===== config.mk =====
export PLATFORM = sky130hd
export DESIGN_NAME = down_counter_flat
export DESIGN_NICKNAME = d
export VERILOG_FILES = /design/src/rtl/down_counter_pkg.sv /design/src/rtl/down_counter_if.sv /design/src/rtl/down_counter_dff_ar.sv /design/src/rtl/down_counter.sv /design/src/flat_wrapper.sv
export SDC_FILE = /design/constraint.sdc
export NUM_CORES = 1
export LEC_CHECK = 0
export CAP_MARGIN = 15
export CORE_AREA = 3 3 40 42
export DETAILED_ROUTE_END_ITERATION = 8
export DIE_AREA = 0 0 43 45
export PLACE_DENSITY = 0.67
export SLEW_MARGIN = 40
export SYNTH_ARGS = -nofsm -noshare
export SYNTH_HDL_FRONTEND = slang
export SYNTH_SLANG_ARGS = --single-unit

===== constraint.sdc =====
create_clock -name clk -period 2 [get_ports clk]
set_input_delay 0.5 -clock clk [delete_from_list [all_inputs] [get_ports clk]]
set_output_delay 0.5 -clock clk [all_outputs]
set_load 0.05 [all_outputs]

===== src/rtl/down_counter_pkg.sv =====
// down_counter_pkg: shared state encoding and default width for down_counter.
package down_counter_pkg;

  localparam int DEF_WIDTH = 4;

  typedef enum logic [1:0] {
    IDLE = 2'd0,
    RUN  = 2'd1,
    DONE = 2'd2
  } state_t;

endpackage


===== src/rtl/down_counter_if.sv =====
// down_counter_if: load/enable request side and count/status response side.
interface down_counter_if #(
  parameter int WIDTH = down_counter_pkg::DEF_WIDTH
);
  logic             load;
  logic [WIDTH-1:0] load_val;
  logic             en;
  logic [WIDTH-1:0] count;
  logic             zero;
  logic             busy;
  logic             done;

  modport master (output load, load_val, en, input count, zero, busy, done);
  modport slave  (input load, load_val, en, output count, zero, busy, done);
endinterface


===== src/rtl/down_counter_dff_ar.sv =====
// dff_ar: single-bit D flop, async active-low clear, true and inverted outputs.
module dff_ar (
  input  logic clk,
  input  logic rst_n,
  input  logic d,
  output logic q,
  output logic q_n
);

  // capture d each rising edge, clear immediately on reset
  always_ff @(posedge clk or negedge rst_n) begin
    if (!rst_n) q <= 1'b0;
    else        q <= d;
  end

  assign q_n = ~q;

endmodule


===== src/rtl/down_counter.sv =====
// down_counter: loadable down counter with IDLE/RUN/DONE control.
// Optional feature macro: DOWN_COUNTER_AUTO_RELOAD_EN -- DONE restarts the
// countdown from the last loaded value instead of returning to IDLE.
module down_counter
  import down_counter_pkg::*;
#(
  parameter int WIDTH = DEF_WIDTH
) (
  input logic           clk,
  input logic           rst_n,
  down_counter_if.slave bus
);

  localparam logic [WIDTH-1:0] ONE = {{(WIDTH-1){1'b0}}, 1'b1};

  state_t           state_q, state_n;
  logic [WIDTH-1:0] cnt_q, cnt_qn, cnt_n;
  logic [WIDTH-1:0] rld_val;
  logic             busy_q, done_q;

`ifdef DOWN_COUNTER_AUTO_RELOAD_EN
  logic [WIDTH-1:0] rld_q;

  // remember the most recent load value for restarting after terminal count
  always_ff @(posedge clk or negedge rst_n) begin
    if (!rst_n)        rld_q <= '0;
    else if (bus.load) rld_q <= bus.load_val;
  end

  assign rld_val = rld_q;
`else
  assign rld_val = '0;
`endif

  // next count and next state: load first, then decrement/hold per state
  always_comb begin
    state_n = state_q;
    cnt_n   = cnt_q;
    if (bus.load) begin
      cnt_n   = bus.load_val;
      state_n = (bus.load_val != '0) ? RUN : DONE;
    end else begin
      case (state_q)
        IDLE: ;
        RUN: begin
          if (bus.en) begin
            // saturate at zero; reaching zero ends the countdown
            if (cnt_q == ONE || cnt_q == '0) begin
              cnt_n   = '0;
              state_n = DONE;
            end else begin
              cnt_n = cnt_q - ONE;
            end
          end
        end
        DONE: begin
          if (rld_val != '0) begin
            cnt_n   = rld_val;
            state_n = RUN;
          end else begin
            cnt_n   = '0;
            state_n = IDLE;
          end
        end
        default: begin
          cnt_n   = '0;
          state_n = IDLE;
        end
      endcase
    end
  end

  // state plus registered status; done trails the DONE state by one cycle
  always_ff @(posedge clk or negedge rst_n) begin
    if (!rst_n) begin
      state_q <= IDLE;
      busy_q  <= 1'b0;
      done_q  <= 1'b0;
    end else begin
      state_q <= state_n;
      busy_q  <= (state_n == RUN);
      done_q  <= (state_q == DONE);
    end
  end

  // count register built bitwise from flops
  for (genvar i = 0; i < WIDTH; i++) begin : g_cnt
    dff_ar u_bit (
      .clk  (clk),
      .rst_n(rst_n),
      .d    (cnt_n[i]),
      .q    (cnt_q[i]),
      .q_n  (cnt_qn[i])
    );
  end

  assign bus.count = cnt_q;
  assign bus.zero  = &cnt_qn;
  assign bus.busy  = busy_q;
  assign bus.done  = done_q;

endmodule

===== src/flat_wrapper.sv =====
// flat-port wrapper written by rule: the top's interface ports become plain ports
module down_counter_flat import down_counter_pkg::*;
#(
  parameter int WIDTH = DEF_WIDTH
)
  (clk, rst_n, bus_load, bus_load_val, bus_en, bus_count, bus_zero, bus_busy, bus_done);
  down_counter_if #(.WIDTH(WIDTH)) bus_i ();
  input logic clk;
  input logic rst_n;
  input wire logic [$bits(bus_i.load)-1:0] bus_load;
  input wire logic [$bits(bus_i.load_val)-1:0] bus_load_val;
  input wire logic [$bits(bus_i.en)-1:0] bus_en;
  output wire logic [$bits(bus_i.count)-1:0] bus_count;
  output wire logic [$bits(bus_i.zero)-1:0] bus_zero;
  output wire logic [$bits(bus_i.busy)-1:0] bus_busy;
  output wire logic [$bits(bus_i.done)-1:0] bus_done;
  assign bus_i.load = bus_load;
  assign bus_i.load_val = bus_load_val;
  assign bus_i.en = bus_en;
  assign bus_count = bus_i.count;
  assign bus_zero = bus_i.zero;
  assign bus_busy = bus_i.busy;
  assign bus_done = bus_i.done;
  down_counter #(.WIDTH(WIDTH)) u_core (.clk(clk), .rst_n(rst_n), .bus(bus_i));
endmodule

==> results.json <==
{
  "ys_seq_area_share_pct": 39.6,
  "postCtsSetupBuffers": 0,
  "placed_cell_area_sq_um": 653,
  "cts.clk_slew.worst_paths_ns": 0.05,
  "nFillCells": 128,
  "cts_max_level": 1,
  "cap_violations": 0,
  "drt_iter0_drc": 9,
  "fin_setup_tns_ns": 0,
  "rsz0062_at_grt": "no",
  "numClockSinks": 8,
  "rows": 13,
  "drt-total-wl_microns": 1010,
  "syn-cell-area_sq_um": 505,
  "synth_compound_area_share_pct": 23.8,
  "ff_latch_area_sq_um": 200,
  "ys_ff_latch": 8,
  "synth_edf_count": 0,
  "antenna_cells": 0,
  "grt_max_degree": 9,
  "start_util_pct": 39.3,
  "crit_slowest_cell": "clkdlybuf4s50_1",
  "ios": 15,
  "die-height_microns": 45,
  "ctsHoldBuffers": 0,
  "status": "completed",
  "dp_cells": 80,
  "yosysMostFrequentCell": "dfrtp_1",
  "drv_slew": 0,
  "place_hpwl_microns": 813,
  "crit_arrival_ns": 1.35,
  "power_density_mw_per_mm2": 1060,
  "setup_viol": 0,
  "cp-end-kind": "output pin",
  "synthMuxAreaShare_pct": 0,
  "finalNonFillerCells": 83,
  "synth-xor-area-share_pct": 0,
  "drc": 0,
  "synth_top_family_by_area": "compound AO/OA/AOI/OAI gates",
  "fin_crit_ns": 1.85,
  "grt_pass1_vias": 415,
  "syn_area_per_cell_sq_um": 9.72,
  "multi_input_area_sq_um": 245,
  "irDropWorstVdd_uv": 427,
  "crit_path_cell_trace": "clkdlybuf4s50_1",
  "fin_nets": 81,
  "p_total_uw": 718,
  "wl_per_cell_microns": 12.1,
  "area_delta_synth_final_pct": 33.7,
  "cts_tree": "done",
  "synthDistinctLibCells": 28,
  "core_sq_mm": 0.00128,
  "yosys.area_share.simple_pct": 17.3,
  "ant_nets": 0,
  "insertion_delay_ns": 0.25,
  "cts_resized": 0,
  "crit_type": "flop to output pin",
  "overflow": 0,
  "die_width_microns": 43,
  "netlist_top_cells_count": "dfrtp_1, nand2_1, inv_1",
  "synthTopCellsByArea": "dfrtp_1, ha_1, buf_4, nand2_1, inv_1",
  "clock.fmax_mhz": 541,
  "slew_headroom_pct": 67.2,
  "syn-instance-count": 52,
  "critPathLaunchType": "flop",
  "fin_crit_sh_pct": 92.4,
  "yosysWarningCount": 0,
  "viasPerCell": 5.28,
  "io_buffers": 14,
  "cts_buffers": 3,
  "critPathTopFamily": "buffers and inverters",
  "worstHoldPathType": "flop to flop",
  "cpPeakStageDelay_ns": 0.79,
  "drive_gt1_share_pct": 23.5,
  "hold_viol_final": 0,
  "leakagePower_nw": 0.311,
  "cp_max_fo": 1,
  "grt_pass1_wl_microns": 1730,
  "drt_first_pass_iters": 4,
  "dieArea_sq_mm": 0.00194,
  "antenna_found_initial": 0,
  "synth_largest_area_cell": "dfrtp_1",
  "cts_max_path_buffers": 2,
  "synth_flop_cell": "dfrtp_1",
  "final.setup.worst_slack_ns": 0.152,
  "synth-async-reset-ratio_pct": 100,
  "final_core_utilization_pct": 52.6,
  "grt_use_total_pct": 11.9,
  "vias": 438,
  "stdcell_area_sq_um": 676,
  "routabilityCongestion": 0.738,
  "cp.buffers_inverters": 1,
  "pre_cts_ws_ns": 0.0687,
  "cts_root_buffer": "clkbuf_4",
  "netlist.area_leader.share_pct": 39.6,
  "worstMarginPinSlew_ns": 0.490,
  "synth_adder_area_share_pct": 7.43,
  "finClkSkew_ns": 0.0102,
  "required_ns": 1.50,
  "fin_hold_ws_ns": 0.498,
  "synth_fp_nets": 63
}
==> metal layers <==
layer  share of wire [%]  vias to the layer above  track usage [%]
met2                  49                       11             19.8
met3                 4.8                        0             3.59
met1                  46                      208             14.2
li1                    -                      219                -
met5                   0                        -                0
met4                   0                        0             5.42
==> sequential cells by signal (all words and copies together), names as in the netlist <==
register / cells
u_core.bus.busy: 1
u_core.bus.done: 1
u_core.g_cnt.u_bit.q: 4
u_core.state_q: 2
==> cells by family (layout without fill, tap and decap cells) <==
group | after synthesis | count (layout)
buffers and inverters | 10 | 26
AND/OR/NAND/NOR | 16 | 16
AO/OA/AOI/OAI | 15 | 15
flip-flops | 8 | 8
adder cells (fa/ha/maj) | 3 | 3
==> cells in the final DEF, fill, tap and decap left out, types with 2 or more instances in the layout <==
| master | count |
|---|---|
| nor2_1 | 3 |
| nand2_1 | 6 |
| a21oi_1 | 2 |
| buf_4 | 8 |
| clkbuf_4 | 3 |
| ha_1 | 3 |
| inv_1 | 5 |
| dfrtp_1 | 8 |
| clkdlybuf4s50_1 | 9 |
==> where the power goes <==
part	switching [mW]	internal, mW	total (mW)
combinational	0.212	0.152	0.364
sequential	0.0357	0.193	0.229
clock	0.0559	0.0688	0.125
==> path summary, 6_finish.rpt <==
check	start	endpoint	slack [ns]	depth (start not counted)
min in group asynchronous	rst_n	u_core.g_cnt[2].u_bit.q	0.53	1
max in group asynchronous	rst_n	u_core.state_q[0]	1.19	1
setup / recovery	u_core.bus.busy	bus_busy	0.15	1
hold / removal	u_core.state_q[0]	u_core.bus.done	0.50	1
hold reg to reg	u_core.state_q[0]	u_core.bus.done	0.50	1
setup reg to reg	u_core.g_cnt[0].u_bit.q	u_core.state_q[0]	0.34	5
==> area by class of cell <==
cell class	count	share of cell area (%)
repair buffers	18	25.2
well taps	15	2.78
clock buffers	3	3.33
inverters	5	2.78
multi-input cells	34	36.3
flip-flops and latches	8	29.6
Note: power is estimated with default switching activity, not from simulation.
